## src/rtl/muldiv_pkg.sv

```systemverilog
`default_nettype none
// ============================================================================
//  Module   : muldiv_pkg
//  Purpose  : Shared types and encodings for the iterative multiply/divide unit.
//  Revision : 1.0 - initial release
// ============================================================================
package muldiv_pkg;

    typedef enum logic [1:0] {
        IDLE = 2'd0,
        CALC = 2'd1,
        FIX  = 2'd2
    } state_t;

    // Matches the ALU decoder's operation64 flag
    localparam logic OP_MUL = 1'b1;
    localparam logic OP_DIV = 1'b0;

    localparam logic [5:0] FN_MULT = 6'b011000;
    localparam logic [5:0] FN_DIV  = 6'b011010;
    localparam logic [5:0] FN_MFHI = 6'b010000;
    localparam logic [5:0] FN_MFLO = 6'b010010;

endpackage
`default_nettype wire

```

## src/rtl/muldiv_sign_fix.sv

```systemverilog
`default_nettype none
// ============================================================================
//  Module   : muldiv_sign_fix
//  Purpose  : Conditional two's-complement negate (magnitude / sign restore).
//  Revision : 1.0 - initial release
// ============================================================================
module muldiv_sign_fix #(
    parameter int W = 32
) (
    input  logic [W-1:0] val,
    input  logic         neg,
    output logic [W-1:0] res
);

    assign res = neg ? -val : val;

endmodule
`default_nettype wire

```

## src/rtl/muldiv_unit.sv

```systemverilog
`default_nettype none
// ============================================================================
//  Module   : muldiv_unit
//  Purpose  : Iterative signed MULT/DIV, one bit per cycle, results in HI/LO.
//  Revision : 1.0 - initial release
// ============================================================================
module muldiv_unit #(
    parameter int WIDTH = 32
) (
    input  logic             clk,
    input  logic             reset,
    input  logic             start,
    input  logic             op64,
    input  logic             flush,
    input  logic [WIDTH-1:0] srca,
    input  logic [WIDTH-1:0] srcb,
    output logic             busy,
    output logic             done,
    output logic [WIDTH-1:0] hi,
    output logic [WIDTH-1:0] lo
);
    import muldiv_pkg::*;

    localparam int CNTW = $clog2(WIDTH) + 1;

    state_t               state_q;
    logic [CNTW-1:0]      cnt_q;
    logic [2*WIDTH-1:0]   prod_q;
    logic [2*WIDTH-1:0]   prod_d;
    logic [WIDTH-1:0]     opnd_q;
    logic [WIDTH-1:0]     dvd_q;
    logic                 sa_q;
    logic                 sb_q;
    logic                 op_q;
    logic                 bz_q;
    logic                 busy_q;
    logic                 done_q;
    logic [WIDTH-1:0]     hi_q;
    logic [WIDTH-1:0]     lo_q;

    logic [WIDTH-1:0]     w_a_mag;
    logic [WIDTH-1:0]     w_b_mag;
    logic [2*WIDTH-1:0]   w_prod_fix;
    logic [WIDTH-1:0]     w_quo_fix;
    logic [WIDTH-1:0]     w_rem_fix;
    logic [WIDTH:0]       w_mul_sum;
    logic [2*WIDTH:0]     w_div_sh;
    logic [WIDTH:0]       w_div_trial;
    logic [WIDTH-1:0]     w_hi_res;
    logic [WIDTH-1:0]     w_lo_res;

    muldiv_sign_fix #(.W(WIDTH)) u_mag_a (
        .val (srca),
        .neg (srca[WIDTH-1]),
        .res (w_a_mag)
    );

    muldiv_sign_fix #(.W(WIDTH)) u_mag_b (
        .val (srcb),
        .neg (srcb[WIDTH-1]),
        .res (w_b_mag)
    );

    muldiv_sign_fix #(.W(2*WIDTH)) u_fix_prod (
        .val (prod_q),
        .neg (sa_q ^ sb_q),
        .res (w_prod_fix)
    );

    muldiv_sign_fix #(.W(WIDTH)) u_fix_quo (
        .val (prod_q[WIDTH-1:0]),
        .neg (sa_q ^ sb_q),
        .res (w_quo_fix)
    );

    muldiv_sign_fix #(.W(WIDTH)) u_fix_rem (
        .val (prod_q[2*WIDTH-1:WIDTH]),
        .neg (sa_q),
        .res (w_rem_fix)
    );

    // Multiply: prod_q = {accumulator, remaining multiplier bits}.
    // Divide:   prod_q = {partial remainder, dividend shifting into quotient}.
    assign w_mul_sum   = {1'b0, prod_q[2*WIDTH-1:WIDTH]}
                       + {1'b0, (prod_q[0] ? opnd_q : {WIDTH{1'b0}})};
    assign w_div_sh    = {prod_q, 1'b0};
    assign w_div_trial = w_div_sh[2*WIDTH:WIDTH] - {1'b0, opnd_q};

    always_comb begin
        prod_d = prod_q;
        if (op_q == OP_MUL) begin
            prod_d = {w_mul_sum, prod_q[WIDTH-1:1]};
        end else if (!w_div_trial[WIDTH]) begin
            prod_d = {w_div_trial[WIDTH-1:0], w_div_sh[WIDTH-1:1], 1'b1};
        end else begin
            prod_d = w_div_sh[2*WIDTH-1:0];
        end
    end

    // Most-negative / -1 yields magnitude 2^(W-1); negating it is a no-op,
    // so the overflow result falls out without a special case.
    always_comb begin
        w_hi_res = w_prod_fix[2*WIDTH-1:WIDTH];
        w_lo_res = w_prod_fix[WIDTH-1:0];
        if (op_q == OP_DIV) begin
            if (bz_q) begin
                w_hi_res = dvd_q;
                w_lo_res = {WIDTH{1'b1}};
            end else begin
                w_hi_res = w_rem_fix;
                w_lo_res = w_quo_fix;
            end
        end
    end

    always_ff @(posedge clk or negedge reset) begin
        if (!reset) begin
            state_q <= IDLE;
            cnt_q   <= '0;
            prod_q  <= '0;
            opnd_q  <= '0;
            dvd_q   <= '0;
            sa_q    <= 1'b0;
            sb_q    <= 1'b0;
            op_q    <= OP_DIV;
            bz_q    <= 1'b0;
            busy_q  <= 1'b0;
            done_q  <= 1'b0;
            hi_q    <= '0;
            lo_q    <= '0;
        end else begin
            done_q <= 1'b0;
            case (state_q)
                IDLE: begin
                    if (start && !flush) begin
                        state_q <= CALC;
                        busy_q  <= 1'b1;
                        cnt_q   <= '0;
                        op_q    <= op64;
                        sa_q    <= srca[WIDTH-1];
                        sb_q    <= srcb[WIDTH-1];
                        bz_q    <= (srcb == '0);
                        dvd_q   <= srca;
                        if (op64 == OP_MUL) begin
                            prod_q <= {{WIDTH{1'b0}}, w_b_mag};
                            opnd_q <= w_a_mag;
                        end else begin
                            prod_q <= {{WIDTH{1'b0}}, w_a_mag};
                            opnd_q <= w_b_mag;
                        end
                    end
                end
                CALC: begin
                    if (flush) begin
                        state_q <= IDLE;
                        busy_q  <= 1'b0;
                    end else begin
                        prod_q <= prod_d;
                        cnt_q  <= cnt_q + CNTW'(1);
                        if (cnt_q == CNTW'(WIDTH - 1)) begin
                            state_q <= FIX;
                        end
                    end
                end
                FIX: begin
                    state_q <= IDLE;
                    busy_q  <= 1'b0;
                    if (!flush) begin
                        hi_q   <= w_hi_res;
                        lo_q   <= w_lo_res;
                        done_q <= 1'b1;
                    end
                end
                default: begin
                    state_q <= IDLE;
                    busy_q  <= 1'b0;
                end
            endcase
        end
    end

    assign busy = busy_q;
    assign done = done_q;
    assign hi   = hi_q;
    assign lo   = lo_q;

endmodule
`default_nettype wire

```

## config.mk

```make
export PLATFORM = sky130hd
export DESIGN_NAME = muldiv_unit
export DESIGN_NICKNAME = d
export VERILOG_FILES = /design/src/rtl/muldiv_pkg.sv /design/src/rtl/muldiv_sign_fix.sv /design/src/rtl/muldiv_unit.sv
export SDC_FILE = /design/constraint.sdc
export NUM_CORES = 1
export LEC_CHECK = 0
export CAP_MARGIN = 20
export CELL_PAD_IN_SITES_DETAIL_PLACEMENT = 1
export CELL_PAD_IN_SITES_GLOBAL_PLACEMENT = 1
export CORE_MARGIN = 1
export CORE_UTILIZATION = 35
export CTS_CLUSTER_DIAMETER = 60
export DETAILED_ROUTE_END_ITERATION = 6
export GPL_TIMING_DRIVEN = 0
export HOLD_SLACK_MARGIN = 0.05
export PLACE_DENSITY = 0.66
export SETUP_SLACK_MARGIN = 0.2
export SYNTH_ARGS = -nofsm -noshare
export SYNTH_HDL_FRONTEND = slang
export SYNTH_HIERARCHICAL = 1
export SYNTH_SLANG_ARGS = --single-unit
export TNS_END_PERCENT = 5
```

## constraint.sdc

```tcl
create_clock -name clk -period 4.3 [get_ports clk]
set_input_delay 0.86 -clock clk [delete_from_list [all_inputs] [get_ports clk]]
set_output_delay 0.86 -clock clk [all_outputs]
set_load 0.02 [all_outputs]
```

==> run metrics <==
result of the run=complete, no violations; area occupied by registers=0.005134 sq mm; wire length of the first global-routing pass=121,800 um; Slew HR=25.39%; remaining antenna violation count after routing=0; max frequency=252.0 MHz; leading cell type in the layout, fill and taps excluded=sky130_fd_sc_hd__nand2_1; count of boundary I/O pins=135; Max Fanout on Critical Path=5; clock buffer depth=3; initial core utilization=35.46%; P per Cell Area=591.6 mW/mm^2; growth of design area from synthesis to finish=17.41%; initial DRC count=1,431; # DRC=0; antenna violations before repair=1; CTS sink count=205; CTS tree=yes; slew of the pin with the lowest slew margin=1.104 ns; worst-case clock skew=0.01570 ns; Post-synth EDFFs=0; vertical die dimension=233.0 um; area of the multi-input gates=0.01263 sq mm; largest net degree at the start of global routing=112; Total Routed Length=80,600 um; maximum VDD drop=0.0002977 V; total die area=0.05428 sq mm; max-capacitance violation count=0; last weighted congestion value of the routability-driven placer=0.9416; cell count after synthesis=2,315; sequential element share of the synthesized area=27.47%; startpoint class of the critical path=input pin; Worst Setup Path Type=input pin to register; unrepaired setup endpoints after global routing=false; Overflow after GRT=0; mean instance size in the synthesized netlist=8.067 sq um; GRT Total Usage=29.49%; worst-case hold slack=0.2794 ns; final period demand of the worst path=3.969 ns; type of the tightest min-delay check=input pin to asynchronous set/reset pin; number of distinct library cells after synthesis=93; net count after synthesis=2,456; Clock Pin Slew Worst Setup and Hold Paths=0.06 ns; count of buffers inserted at the top-level ports=133; Site Rows=84; later-pin clock latency in the skew report=0.59 ns; placed wire-length estimate=63,310 um; final-report setup violation count=0; Clk Tree Root Cell=sky130_fd_sc_hd__clkbuf_16; share of post-route cells with drive strength above 1=7.794%; Final #Nets=2,625; Critical Path RT=4.80 ns; Total Negative Setup Slacks=0 ns; Async S/R FF share, synth=100.0%; Routed wire per std cell=25.25 um; synthesized area=0.01867 sq mm; number of global-route vias before repair=19,484; synthesis-stage register bit count=205; prevailing post-synth register cell=sky130_fd_sc_hd__dfrtp_1; fill count=6,366; CP arrival=4.47 ns; CORE AREA=0.05266 sq mm; count of final max-slew check failures=0; post-DR vias/cell=6.016; iteration count of the initial detailed-routing pass=5; Die X=233.0 um; cts bufs inserted=31; total count of hold-check failures in the final report=0; part of the cycle the worst path needs=92.30%; leakage power figure=8.752 nW; warnings from Yosys=6; endpoint kind of the worst setup timing path=register; top library cells by usage in the layout, fill and taps aside=sky130_fd_sc_hd__nand2_1 (313), sky130_fd_sc_hd__xnor2_1 (207), sky130_fd_sc_hd__dfrtp_1 (204); via total after detailed routing=19,204; count of H-tree levels built during CTS=1
-- state kept, by name, indices dropped and copies added (netlist names), 2 cells and up --
name     flops
cnt_q        6
dvd_q       32
hi          32
lo          32
opnd_q      32
prod_q      64
state_q      2
-- critical path, cell delays in order --
cell                              delay [ns]
sky130_fd_sc_hd__clkdlybuf4s50_1        0.61
sky130_fd_sc_hd__inv_1                  0.13
sky130_fd_sc_hd__ha_1                   0.20
sky130_fd_sc_hd__nor4b_1                0.90
sky130_fd_sc_hd__nand2_1                0.16
sky130_fd_sc_hd__or3_1                  0.40
sky130_fd_sc_hd__o311ai_1               0.68
sky130_fd_sc_hd__mux2i_1                0.16
sky130_fd_sc_hd__nor2_1                 0.13
sky130_fd_sc_hd__a21oi_1                0.05
sky130_fd_sc_hd__o21ai_0                0.16
-- synth_stat cells, drive strengths merged (4+ instances only) --
cell	n	share of area (%)
nand2	313	6.3
xnor2	208	9.8
dfrtp	205	27
o21ai	201	5.4
nor2	186	3.8
a21oi	176	4.9
clkbuf	101	2.0
mux2i	99	5.3
inv	72	1.4
ha	70	4.7
o41ai	62	3.4
o31ai	58	2.4
buf	40	1.4
and2	36	1.2
or4	34	1.6
mux2	33	2.0
nor4	33	1.3
nand3	32	0.86
o22ai	32	1.1
or3	27	0.92
nand2b	25	0.84
nand4	24	0.84
xor2	24	1.1
nor3	21	0.59
a21o	20	0.80
a211oi	18	0.86
a31oi	13	0.55
o211ai	12	0.59
a221o	11	0.59
a22oi	11	0.44
nor2b	11	0.37
nand3b	10	0.40
or2	10	0.34
nand4b	9	0.46
o21a	8	0.32
o21bai	6	0.24
nor4b	5	0.27
o311ai	5	0.23
a221oi	4	0.29
a22o	4	0.19
and3	4	0.13
or4b	4	0.21
-- what timing repair did --
action,CTS,global route
pin swaps,0,0
resized for setup,2,4
endpoints found under the setup margin,4,2
buffers inserted,0,0
hold buffers,0,0
-- report_power, final --
part | internal (mW) | switching (mW) | total (mW) | leakage (nW)
clock network | 1.51 | 1.03 | 2.54 | 0.486
registers | 2.23 | 1.12 | 3.35 | 2.65
logic | 2.85 | 4.23 | 7.08 | 5.62
-- cells by family after synthesis --
group | share of synthesized area [%]
DFF | 27.47
AOI/OAI and AO/OA | 23.65
xor gates and xnor gates | 10.92
adders and majority gates | 4.905
and+or+nand+nor | 20.84
muxes | 7.296
buffers and inverters | 4.911
-- final cells by class --
class	instances	share of cell area, %
Clock buffer	36	3.806
Antenna cell	2	0.02283
Sequential cell	205	23.41
Buffer	141	2.968
Clock inverter	15	0.7704
Inverter	72	1.233
Timing Repair Buffer	136	6.266
Multi-Input combinational cell	1897	57.59
Tap cell	688	3.926
-- per-stage QoR --
| step | setup slack, ns | utilization [%] | cells | area, sq um | power (mW) |
|---|---|---|---|---|---|
| global placement | -6.819 | 39.63 | 3136 | 20870 | 10.07 |
| global route | 0.2017 | 41.63 | 3190 | 21920 | 13.73 |
| CTS | 0.3390 | 41.60 | 3188 | 21900 | 12.84 |
| floorplan | 1.189 | - | 2315 | 18670 | 7.909 |
| finish | 0.3310 | 41.64 | 3192 | 21920 | 12.97 |
| detailed placement | -0.08518 | 39.69 | 3137 | 20900 | 10.25 |
-- path summary, 6_finish.rpt --
path / startpoint / to / slack (ns) / depth (start not counted)
max: srca[0] / prod_q[30] / 0.33 / 11
min: reset / dvd_q[19] / 0.28 / 1
max reg2reg: prod_q[31] / prod_q[62] / 0.36 / 12
min reg2reg: lo[14] / lo[14] / 0.48 / 2
max in group asynchronous: reset / prod_q[0] / 2.91 / 2
min in group clk: lo[14] / lo[14] / 0.48 / 2
-- layer usage --
metal | GRT usage (%) | up-vias | part of all wire, % | wire [um]
met3 | 2.831 | 146 | 5.7 | 4569
met1 | 40.94 | 9681 | 45 | 36600
li1 | - | 8732 | - | -
met4 | 10.97 | 0 | 3.6 | 2920
met2 | 47.14 | 645 | 45 | 36520
met5 | 0 | - | 0 | 0
Note: power is estimated with default switching activity, not from simulation.
